**src/rtl/seven_segment_scanner_if.sv**
```systemverilog
// Bus between the board-level controller and the seven-segment scanner.
// The master drives the value to show, and the slave (the scanner) drives the display pins.
interface seven_segment_scanner_if;
  logic        Enable;
  logic [15:0] DataIn;
  logic [3:0]  DpIn;
  logic [3:0]  DigitEnable;
  logic [3:0]  Anodes;
  logic [7:0]  Segments;
  logic        FrameTick;

  modport master (
    output Enable, DataIn, DpIn, DigitEnable,
    input  Anodes, Segments, FrameTick
  );

  modport slave (
    input  Enable, DataIn, DpIn, DigitEnable,
    output Anodes, Segments, FrameTick
  );
endinterface

```
**src/rtl/seven_segment_scanner.sv**
```systemverilog
// Time-multiplexed 4-digit scanner for the Basys3 display, with a blanking gap before every digit.
// Optional build macro LEADING_ZERO_BLANK_EN turns off leading-zero digits 1..3.
module seven_segment_scanner #(
  parameter int TICK_DIV     = 100000,
  parameter int BLANK_CYCLES = 16
) (
  input logic                    Clock,
  input logic                    nReset,
  seven_segment_scanner_if.slave bus
);

  localparam int CW = (TICK_DIV > 1) ? $clog2(TICK_DIV) : 1;
  localparam logic [CW-1:0] CNT_LAST     = CW'(TICK_DIV - 1);
  localparam logic [CW-1:0] CNT_PRE_SHOW = CW'(BLANK_CYCLES - 1);

  localparam logic [0:0] ST_BLANK = 1'b0;
  localparam logic [0:0] ST_SHOW  = 1'b1;

  logic [CW-1:0] cnt;
  logic [1:0]    idx;
  logic [0:0]    state;
  logic [3:0]    anodes_q;
  logic [7:0]    segments_q;
  logic          frame_tick_q;

  logic [3:0] nibble;
  logic       dp_sel;
  logic       digit_dark;
  logic [7:0] seg_dec;
  logic [7:0] seg_next;
  logic [3:0] an_next;

  // Active-low {a..g,dp}, with dp off. The caller fills in bit 0.
  function automatic logic [7:0] decode(input logic [3:0] n);
    case (n)
      4'h0: decode = 8'h03;
      4'h1: decode = 8'h9F;
      4'h2: decode = 8'h25;
      4'h3: decode = 8'h0D;
      4'h4: decode = 8'h99;
      4'h5: decode = 8'h49;
      4'h6: decode = 8'h41;
      4'h7: decode = 8'h1F;
      4'h8: decode = 8'h01;
      4'h9: decode = 8'h09;
      4'hA: decode = 8'h11;
      4'hB: decode = 8'hC1;
      4'hC: decode = 8'h63;
      4'hD: decode = 8'h85;
      4'hE: decode = 8'h61;
      default: decode = 8'h71;
    endcase
  endfunction

  always_comb begin
    // NOTE: every output of this block gets a value at the top. If any path skipped an assignment, synthesis would infer a latch.
    nibble     = bus.DataIn[{idx, 2'b00} +: 4];
    dp_sel     = bus.DpIn[idx];
    digit_dark = ~bus.DigitEnable[idx];
`ifdef LEADING_ZERO_BLANK_EN
    if ((idx != 2'd0) && !dp_sel && ((bus.DataIn >> {idx, 2'b00}) == 16'h0000))
      digit_dark = 1'b1;
`endif
    seg_dec  = decode(nibble);
    seg_next = digit_dark ? 8'hFF : {seg_dec[7:1], ~dp_sel};
    an_next  = digit_dark ? 4'b1111 : ~(4'b0001 << idx);
  end

  // NOTE: the reset is asynchronous. The outputs go dark as soon as nReset falls, and do not wait for a clock edge.
  always_ff @(posedge Clock or negedge nReset) begin
    if (!nReset) begin
      // NOTE: sequential state is assigned with <= only, so all registers update together at the clock edge.
      cnt          <= '0;
      idx          <= 2'd0;
      state        <= ST_BLANK;
      anodes_q     <= 4'b1111;
      segments_q   <= 8'hFF;
      frame_tick_q <= 1'b0;
    end else if (!bus.Enable) begin
      cnt          <= '0;
      idx          <= 2'd0;
      state        <= ST_BLANK;
      anodes_q     <= 4'b1111;
      segments_q   <= 8'hFF;
      frame_tick_q <= 1'b0;
    end else begin
      frame_tick_q <= 1'b0;
      if (cnt == CNT_LAST) begin
        cnt          <= '0;
        idx          <= idx + 2'd1;
        state        <= ST_BLANK;
        anodes_q     <= 4'b1111;
        segments_q   <= 8'hFF;
        frame_tick_q <= (idx == 2'd3);
      end else begin
        cnt <= cnt + 1'b1;
        // The digit snapshot is taken only here, so DataIn can change mid-slot without disturbing the lit digit.
        if (cnt == CNT_PRE_SHOW) begin
          state      <= ST_SHOW;
          anodes_q   <= an_next;
          segments_q <= seg_next;
        end
      end
    end
  end

  // Gating with the state keeps the pins dark during BLANK, whatever the snapshot registers hold.
  assign bus.Anodes    = (state == ST_SHOW) ? anodes_q   : 4'b1111;
  assign bus.Segments  = (state == ST_SHOW) ? segments_q : 8'hFF;
  assign bus.FrameTick = frame_tick_q;

endmodule

```
**src/flat_wrapper.sv**
```systemverilog
// flat-port wrapper written by rule: the top's interface ports become plain ports
module seven_segment_scanner_flat 
#(
  parameter int TICK_DIV     = 100000,
  parameter int BLANK_CYCLES = 16
)
  (Clock, nReset, bus_Enable, bus_DataIn, bus_DpIn, bus_DigitEnable, bus_Anodes, bus_Segments, bus_FrameTick);
  seven_segment_scanner_if bus_i ();
  input logic Clock;
  input logic nReset;
  input wire logic [$bits(bus_i.Enable)-1:0] bus_Enable;
  input wire logic [$bits(bus_i.DataIn)-1:0] bus_DataIn;
  input wire logic [$bits(bus_i.DpIn)-1:0] bus_DpIn;
  input wire logic [$bits(bus_i.DigitEnable)-1:0] bus_DigitEnable;
  output wire logic [$bits(bus_i.Anodes)-1:0] bus_Anodes;
  output wire logic [$bits(bus_i.Segments)-1:0] bus_Segments;
  output wire logic [$bits(bus_i.FrameTick)-1:0] bus_FrameTick;
  assign bus_i.Enable = bus_Enable;
  assign bus_i.DataIn = bus_DataIn;
  assign bus_i.DpIn = bus_DpIn;
  assign bus_i.DigitEnable = bus_DigitEnable;
  assign bus_Anodes = bus_i.Anodes;
  assign bus_Segments = bus_i.Segments;
  assign bus_FrameTick = bus_i.FrameTick;
  seven_segment_scanner #(.TICK_DIV(TICK_DIV), .BLANK_CYCLES(BLANK_CYCLES)) u_core (.Clock(Clock), .nReset(nReset), .bus(bus_i));
endmodule
```
**config.mk**
```make
export PLATFORM = sky130hd
export DESIGN_NAME = seven_segment_scanner_flat
export DESIGN_NICKNAME = d
export VERILOG_FILES = /design/src/rtl/seven_segment_scanner_if.sv /design/src/rtl/seven_segment_scanner.sv /design/src/flat_wrapper.sv
export SDC_FILE = /design/constraint.sdc
export NUM_CORES = 1
export LEC_CHECK = 0
export BUFFER_PORTS_ARGS = -buffer_cell sky130_fd_sc_hd__buf_2
export CAP_MARGIN = 20
export CORE_MARGIN = 5
export CORE_UTILIZATION = 40
export CTS_CLUSTER_DIAMETER = 120
export CTS_CLUSTER_SIZE = 20
export DETAILED_ROUTE_END_ITERATION = 16
export PLACE_DENSITY = 0.63
export SYNTH_ARGS = -nofsm -noshare
export SYNTH_HDL_FRONTEND = slang
export SYNTH_SLANG_ARGS = --single-unit
```
**constraint.sdc**
```tcl
create_clock -name Clock -period 5.6 [get_ports Clock]
set_input_delay 0.56 -clock Clock [delete_from_list [all_inputs] [get_ports Clock]]
set_output_delay 0.56 -clock Clock [all_outputs]
set_load 0.005 [all_outputs]
```
# --- Word level (Yosys, flattened, before mapping) ---
# Memory sizes are Yosys's and may differ from the RTL's.
# Cells that the tools add are included.
totals:
  ff_bits: 33
  mem_bits_ro: 112
  input_bits: 27
  output_inout_bits: 13
  word_cells: 42
  mem_count: 1
classes:
  addsub: 2
  order_cmp: 1
  eq_ne: 5
  n_shift: 2
  mux: 23
  bitwise_logic: 2
mem_list:
  columns: ["memory", "words", "word_bits", "read_ports", "rd_ports_with_merged_regs", "write_ports", "line", "text"]
  rows:
  - ["(name not given)", 16, 7, 1, 0, 0, "seven_segment_scanner.sv:35", "case (n)"]
op_table:
  columns: ["op", "count"]
  rows:
  - ["8-bit two-way mux", 5]
  - ["17-bit two-way mux", 2]
  - ["4-bit two-way mux", 5]
  - ["17-bit by 1-bit adder with 17-bit output, second input constant", 1]
  - ["17-bit equality test, second input constant", 1]
  - ["17-bit by 4-bit equality test with 1-bit output, second input constant", 1]
  - ["16-bit by 5-bit variable part select with 4-bit output", 1]
  - ["1-bit two-way mux", 7]
  - ["1-bit binary-select mux with 2-bit select", 2]
  - ["2-bit two-way mux", 2]
  - ["4-bit inverter", 1]
  - ["1-bit by 2-bit left shift with 4-bit output, first input constant", 1]
  - ["2-bit by 3-bit less-than comparator with 1-bit output, second input constant", 1]
  - ["3-bit by 1-bit inequality test with 1-bit output, second input constant", 1]
  - ["2-bit by 1-bit adder with 2-bit output, second input constant", 1]
  - ["2-bit equality test, second input constant", 1]
  - ["2-bit by 1-bit inequality test with 1-bit output, second input constant", 1]
  - ["1-bit inverter", 1]

# --- Depth between registers and ports, before layout ---
# Gate-level depths: netlist (run 1).
logic_depth:
  depth_word: 7
  depth_mapped: 9

# --- Least setup slack after synthesis (run 1) ---
# OpenSTA, ideal clock, no wires.
synth_timing:
  path_kind: "register to register"
  startpoint: "register u_core.idx[0]"
  endpoint: "register u_core.segments_q[4]"
  setup_time_ns: 0.091
  t_arrival_ns: 1.939
  t_required_ns: 5.509
  path_slack_ns: 3.570
  path_stages_with_launch: 8
  n_path_buf: 1
  period_less_slack_ns: 2.030
  path_cell_list: "dfrtp_1 -> buf_6 -> mux4_1 -> ha_1 -> inv_1 -> o21ai_0 -> a2111oi_2 -> o21ai_1"
synth_between:
  elab_chain_len: 6
synth_rtl:
  columns: ["element", "line", "text"]
  rows:
  - ["start: declaration", "seven_segment_scanner.sv:20", "logic [1:0] idx;"]
  - ["start signal: assignment", "seven_segment_scanner.sv:90", "idx <= idx + 2'd1;"]
  - ["16-bit by 5-bit variable part select with 4-bit output / 1-bit binary-select mux with 2-bit select (equally long branches)", "seven_segment_scanner.sv:57, seven_segment_scanner.sv:59", null]
  - ["memory 16 x 7 bit / 1-bit two-way mux (equally long branches)", null, null]
  - ["8-bit two-way mux *", "seven_segment_scanner.sv:65", "seg_next = digit_dark ? 8'hFF : {seg_dec[7:1], ~dp_sel};"]
  - ["8-bit two-way mux *", "seven_segment_scanner.sv:98", "if (cnt == CNT_PRE_SHOW) begin"]
  - ["8-bit two-way mux *", "seven_segment_scanner.sv:88", "if (cnt == CNT_LAST) begin"]
  - ["8-bit two-way mux *", "seven_segment_scanner.sv:79", "end else if (!bus.Enable) begin"]
  - ["end signal: assignment", "seven_segment_scanner.sv:101", "segments_q <= seg_next;"]
  - ["end: declaration", "seven_segment_scanner.sv:23", "logic [7:0] segments_q;"]
# Mark *: on every way between the ends. The rest lies on a longest branch, timed or not. The select of a mux whose other input is x is not followed.
# A chain may end at the register's enable or synchronous reset.

# --- Worst setup path in the final report (run 1) ---
layout_timing:
  startpoint: "register u_core.idx[0]"
  endpoint: "register u_core.segments_q[7]"
# The elaborated chain is that of the path after synthesis.

==> summary.md, run 1 <==
| Metric | Value |
|---|---|
| Avg Inst Size Synth | 9.65 µm² |
| Synthesis-to-finish area growth | 15.3% |
| CTS tree | yes |
| Hold buffers post-CTS | 0 |
| Worst-margin pin slew | 0.908 ns |
| Clock Skew | 0.00677 ns |
| Clock Pin Slew Worst Setup and Hold Paths | 0.07 ns |
| Synth Instances | 220 |
| Setup bufs post-CTS | 0 |
| Power density over cell area | 205 mW/mm² |
| Clk Latency, worst-skew pair | 0.29 ns |
| Commonest non-fill, non-tap cells in the layout | buf_2, nor2_1, dfrtp_1, nand2b_1, dfstp_2 |
| Synthesized net count | 258 |
| Slew headroom | 39.2% |
| CTS root buf | clkbuf_8 |
| Endpoint class of the critical path | flop |
| Drt wl/cell | 12.8 µm |
| RSZ-0062 raised after global routing | no |
| FP Rows | 26 |
| DP HPWL | 3190 µm |
| Max cap viols | 0 |
| Crit Path Max Fanout | 9 |
| Crit path launch type | flop |
| Final ANT Viol Nets | 0 |
| Crit Path Category | flop to flop |
| N_diodes | 0 |
| Synth area leaders | dfrtp_1, dfstp_2, nor2_1 |
| #FFs+latches synth | 33 |
| Core box area | 0.00514 mm² |
| Leading cell type in the layout, fill and taps excluded | buf_2 |
| Post-synth top area cell | dfrtp_1 |
| H-Tree Depth | 2 |
| Synth Flop Type | dfrtp_1 |
| Iteration-0 DRC count of the detailed router | 79 |
| Yosys warnings | 0 |
| Worst path required time | 5.81 ns |
| CTS resizes | 0 |
| Die X-Extent | 82.8 µm |
| Largest net degree at the start of global routing | 34 |
| Final-report setup violation count | 0 |
| Status | complete, no violations |
| Share of the cycle needed by the critical path after routing | 42.3% |
| Worst hold path class | primary input to asynchronous set/reset pin |
| Max Clk Rate | 422 MHz |
| Leak Pwr | 1.04 nW |
| VDD IR max | 0.0000908 V |
| Vias in the first global route | 1643 |
| Drt pass-1 iters | 4 |
| Port-buffer cells | 39 |
| Layout cell share with drive strength beyond 1 | 28.5% |
| Layout fillers | 533 |
| Via density | 4.87 |
| Top Ports | 40 |
| Final min period | 2.37 ns |
| Initial antenna violation count | 0 |
| GRT Overall Usage | 13.2% |
| Final Net Count | 293 |
| Async SR Flop Fraction | 100% |
| Final GP Congestion | 0.810 |
| Clock sink count | 33 |
| Post-synthesis sequential area ratio | 39.6% |
| Fin. max-slew vios | 0 |
| Final core occ | 47.6% |
| Fin. Hold Viols | 0 |
| DR vias | 1588 |
| Routed Wire Length | 4160 µm |
| CTS Buf Count | 5 |
| Yosys cell types | 39 |
| First-pass GRT wire length | 7490 µm |
| Setup_tns | 0 ns |
| Initial core utilization | 41.3% |
| Die H | 82.8 µm |
| Gr ovfl total | 0 |
| Synth top area share | 24.8% |
| Die ar. | 0.00686 mm² |
| Remaining DRCs | 0 |
| Clock buffer depth | 2 |
| Crit path DAT | 2.58 ns |
| Post-synth EDFFs | 0 |
| Mapped cell area | 0.00212 mm² |
routing by layer:
layer / vias up / routed length [µm] / GRT usage, %
met5: - / 0 / 0
met4: 0 / 78 / 5.35
met3: 6 / 262 / 4.26
met2: 45 / 1700 / 19.8
met1: 717 / 2120 / 17.6
li1: 820 / - / -
worst paths after layout:
| kind | start | cells past startpoint | slack [ns] | to |
|---|---|---|---|---|
| worst max-delay path | u_core.idx[0] | 7 | 3.23 | u_core.segments_q[7] |
| worst min-delay path | nReset | 1 | 0.32 | u_core.cnt[6] |
| worst max register to register | u_core.idx[0] | 7 | 3.23 | u_core.segments_q[7] |
| worst min register to register | u_core.cnt[0] | 1 | 0.49 | u_core.cnt[0] |
| max in group asynchronous | nReset | 1 | 4.83 | u_core.bus.FrameTick |
| min in group Clock | u_core.cnt[0] | 1 | 0.49 | u_core.cnt[0] |
sequential cells by signal, indices dropped and copies added, names as in the netlist:
name / flops
u_core.idx: 2
u_core.cnt: 17
u_core.segments_q: 8
u_core.state: 1
u_core.anodes_q: 4
u_core.bus.FrameTick: 1
power by group:
group | internal [W] | switching (W)
Clock | 0.000131 | 0.0000858
Combinational | 0.0000187 | 0.0000231
Sequential | 0.000241 | 0.00000181
Total | 0.000390 | 0.000111
synthesized netlist by cell type (4+ instances only):
master / n
nor2_1: 37
xnor2_1: 9
mux4_2: 4
and3_1: 9
o21ai_1: 10
nor3_1: 4
nand3_1: 9
o21ai_0: 6
clkbuf_1: 5
dfrtp_1: 21
ha_1: 11
nand2_1: 11
nand2b_1: 13
inv_1: 8
xor2_1: 7
or2_2: 5
dfstp_2: 12
cell type report:
class,count,area [µm²],share of cell area [%]
clock buffers,6,72.6,2.97
clock inverters,2,33.8,1.38
inverters,8,30.0,1.23
multi-input cells,168,1190,48.5
flip-flops and latches,33,841,34.4
well taps,70,87.6,3.58
repair buffers,39,195,7.98
through the flow:
stage / hold slack, ns / cell area [µm²] / total power (W) / instances / setup WS (ns)
5_1_grt: 0.381 / 2450 / 0.000526 / 326 / 3.08
3_5_place_dp: 0.486 / 2340 / 0.000289 / 318 / 3.25
2_1_floorplan: 0.264 / 2120 / 0.000272 / 220 / 3.57
6_report: 0.316 / 2450 / 0.000501 / 326 / 3.23
4_1_cts: 0.346 / 2450 / 0.000507 / 326 / 3.24
3_3_place_gp: 0.476 / 2340 / 0.000289 / 318 / 3.33
kinds of logic after synthesis:
kind of cell    count (synthesis)  synth area share (%)
mux                            11                  9.91
xor+xnor                       16                  6.60
fa+ha+maj                      11                  6.49
simple gates                  105                  25.8
buf+inv                        19                  4.42
compound gates                 25                  7.19
flops                          33                  39.6
worst max-delay path, cell delays in order (launching register included):
cell	delay, ns
dfrtp_1	0.59
mux4_1	0.72
inv_1	0.15
ha_1	0.23
inv_1	0.08
o21ai_0	0.29
nor3_1	0.10
o21ai_1	0.13
(Power assumes the default switching activity.)
==> run 2, diff against run 1 <==
==> constraint.sdc (replaced) <==
create_clock -name Clock -period 2.4 [get_ports Clock]
set_input_delay 0.24 -clock Clock [delete_from_list [all_inputs] [get_ports Clock]]
set_output_delay 0.24 -clock Clock [all_outputs]
set_load 0.005 [all_outputs]
==> run 2 against run 1 <==
  * Via count grew 1.8%
  * Setup slack got worse by 3.0 ns
  * Global-route usage is 0.20 points lower
  * Routed wire length is 2.5% higher
  * Clock power rose by 130%
  * Sequential share of layout area shrank 0.38 points
  * Cell count rose by 1.2%
  * Fmax increased by 11%
  * Critical endpoint is now u_core.segments_q[4]
==> summary.md, run 2 (synthesis results as in run 1) <==
| Metric | Value |
|---|---|
| DP HPWL | 3240 µm |
| Final Net Count | 297 |
| Drt pass-1 iters | 4 |
| Worst-margin pin slew | 0.790 ns |
| N_diodes | 0 |
| Crit-path max cell delay | 0.67 ns |
| CTS tree | yes |
| Iteration-0 DRC count of the detailed router | 91 |
| Clock sink count | 33 |
| Die ar. | 0.00686 mm² |
| Fin. Hold Viols | 0 |
| Initial core utilization | 41.3% |
| Worst hold path class | primary input to asynchronous set/reset pin |
| CTS root buf | clkbuf_8 |
| Final ANT Viol Nets | 0 |
| DR vias | 1616 |
| Commonest non-fill, non-tap cells in the layout | buf_2, nor2_1, dfrtp_1, nand2b_1, dfstp_2 |
| Remaining DRCs | 0 |
| Core box area | 0.00514 mm² |
| Port-buffer cells | 39 |
| H-Tree Depth | 2 |
| Crit path launch type | flop |
| Initial antenna violation count | 0 |
| DP Cell Count | 322 |
| Max cap viols | 0 |
| Worst path required time | 2.58 ns |
| CTS Buf Count | 5 |
| Delay-heaviest family, CP | multiplexers |
| Critical Path, Cell by Cell | mux4_1 -> ha_1 -> inv_1 -> o21ai_0 -> a2111oi_2 -> o21ai_1 |
| Largest net degree at the start of global routing | 34 |
| Vias in the first global route | 1592 |
| Endpoint class of the critical path | flop |
| Clk Latency, worst-skew pair | 0.28 ns |
| First-pass GRT wire length | 7400 µm |
| Max FFs per register | 17 |
| FP Rows | 26 |
| Hold buffers post-CTS | 0 |
| Final-report setup violation count | 0 |
| Crit Path Category | flop to flop |
| Via density | 4.90 |
| Clock Pin Slew Worst Setup and Hold Paths | 0.07 ns |
| Leading cell type in the layout, fill and taps excluded | buf_2 |
| Max stage delay cell, worst path | mux4_1 |
| Non-Filler Instances | 330 |
| Power density over cell area | 474 mW/mm² |
| Worst path bufs/invs | 1 |
| Fin. max-slew vios | 0 |
| Die H | 82.8 µm |
| Setup_tns | 0 ns |
| Synthesis-to-finish area growth | 16.8% |
| Routed Wire Length | 4270 µm |
| Tot Pwr | 0.00117 W |
| Die X-Extent | 82.8 µm |
| Crit Path Max Fanout | 6 |
| RSZ-0062 raised after global routing | no |
| Layout fillers | 505 |
| Area of the multi-input gates | 0.00119 mm² |
| Status | complete, no violations |
| Crit path DAT | 2.31 ns |
| Final min period | 2.13 ns |
| Drt wl/cell | 12.9 µm |
| VDD IR max | 0.000199 V |
| Layout cell share with drive strength beyond 1 | 30.0% |
| Slew headroom | 47.2% |
| Setup bufs post-CTS | 0 |
| Top flop regs | u_core.cnt (17), u_core.segments_q (8), u_core.anodes_q (4) |
| Leak Pwr | 1.06 nW |
| Most flop-heavy register | u_core.cnt |
| Share of the cycle needed by the critical path after routing | 88.8% |
| Top Ports | 40 |
| Final GP Congestion | 0.805 |
| Clock buffer depth | 2 |
| Max Clk Rate | 469 MHz |
| Clock Skew | 0.00488 ns |
| Seq. cell area | 842 µm² |
| Gr ovfl total | 0 |
| GRT Overall Usage | 13.0% |
run 2: cell count changes in the layout (fill, tap and decap cells not counted), sizes merged:
cell	delta
buf	+4
run 2: repair_timing:
item / in CTS / in global routing
setup endpoints to repair: 0 / 2
endpoints found under the hold margin: 0 / 0
resized for setup: 0 / 1
run 2: area by class of cell:
type                    count  area share, %
clock buffers               6           2.93
clock inverters             2           1.36
inverters                   8           1.21
multi-input cells         168           47.9
flip-flops and latches     33           34.0
well taps                  70           3.53
repair buffers             43           9.09
run 2: path summary, 6_finish.rpt:
kind / startpoint / to / slack, ns / cells past startpoint
worst min-delay path: nReset / u_core.cnt[8] / 0.01 / 1
worst min register to register: u_core.cnt[0] / u_core.cnt[0] / 0.49 / 1
worst max-delay path: u_core.idx[0] / u_core.segments_q[4] / 0.27 / 6
min in group Clock: bus_Enable / u_core.cnt[4] / 0.23 / 2
max in group asynchronous: nReset / u_core.idx[0] / 1.87 / 1
worst max register to register: u_core.idx[0] / u_core.segments_q[4] / 0.27 / 6
run 2: power by group:
part | switching [W] | internal, W
registers | 0.00000419 | 0.000561
clock network | 0.000203 | 0.000306
logic | 0.0000549 | 0.0000449
total | 0.000262 | 0.000913
run 2: worst reg2reg max path, cell delays in order (launching register included):
cell and delay (ns):
dfrtp_2 0.45, mux4_1 0.67, ha_1 0.29, inv_1 0.08, o21ai_0 0.13, a2111oi_2 0.32
o21ai_1 0.09
run 2: routing by layer:
metal,global-route usage (%),share of wire [%]
met4,4.46,1.3
met2,19.1,42
met5,0,0
met3,3.56,6.0
met1,18.5,51
run 2: stage by stage:
| stage | setup WS, ns | util [%] | area [µm²] | hold slack, ns |
|---|---|---|---|---|
| after CTS | 0.171 | 48.2 | 2480 | 0.0366 |
| after floorplan | 0.370 | - | 2120 | -0.0556 |
| after global placement | 0.258 | 46.1 | 2370 | 0.343 |
| after detailed placement | 0.198 | 46.1 | 2370 | 0.346 |
| final | 0.268 | 48.2 | 2480 | 0.0137 |
| after global routing | 0.0750 | 48.2 | 2480 | 0.0863 |
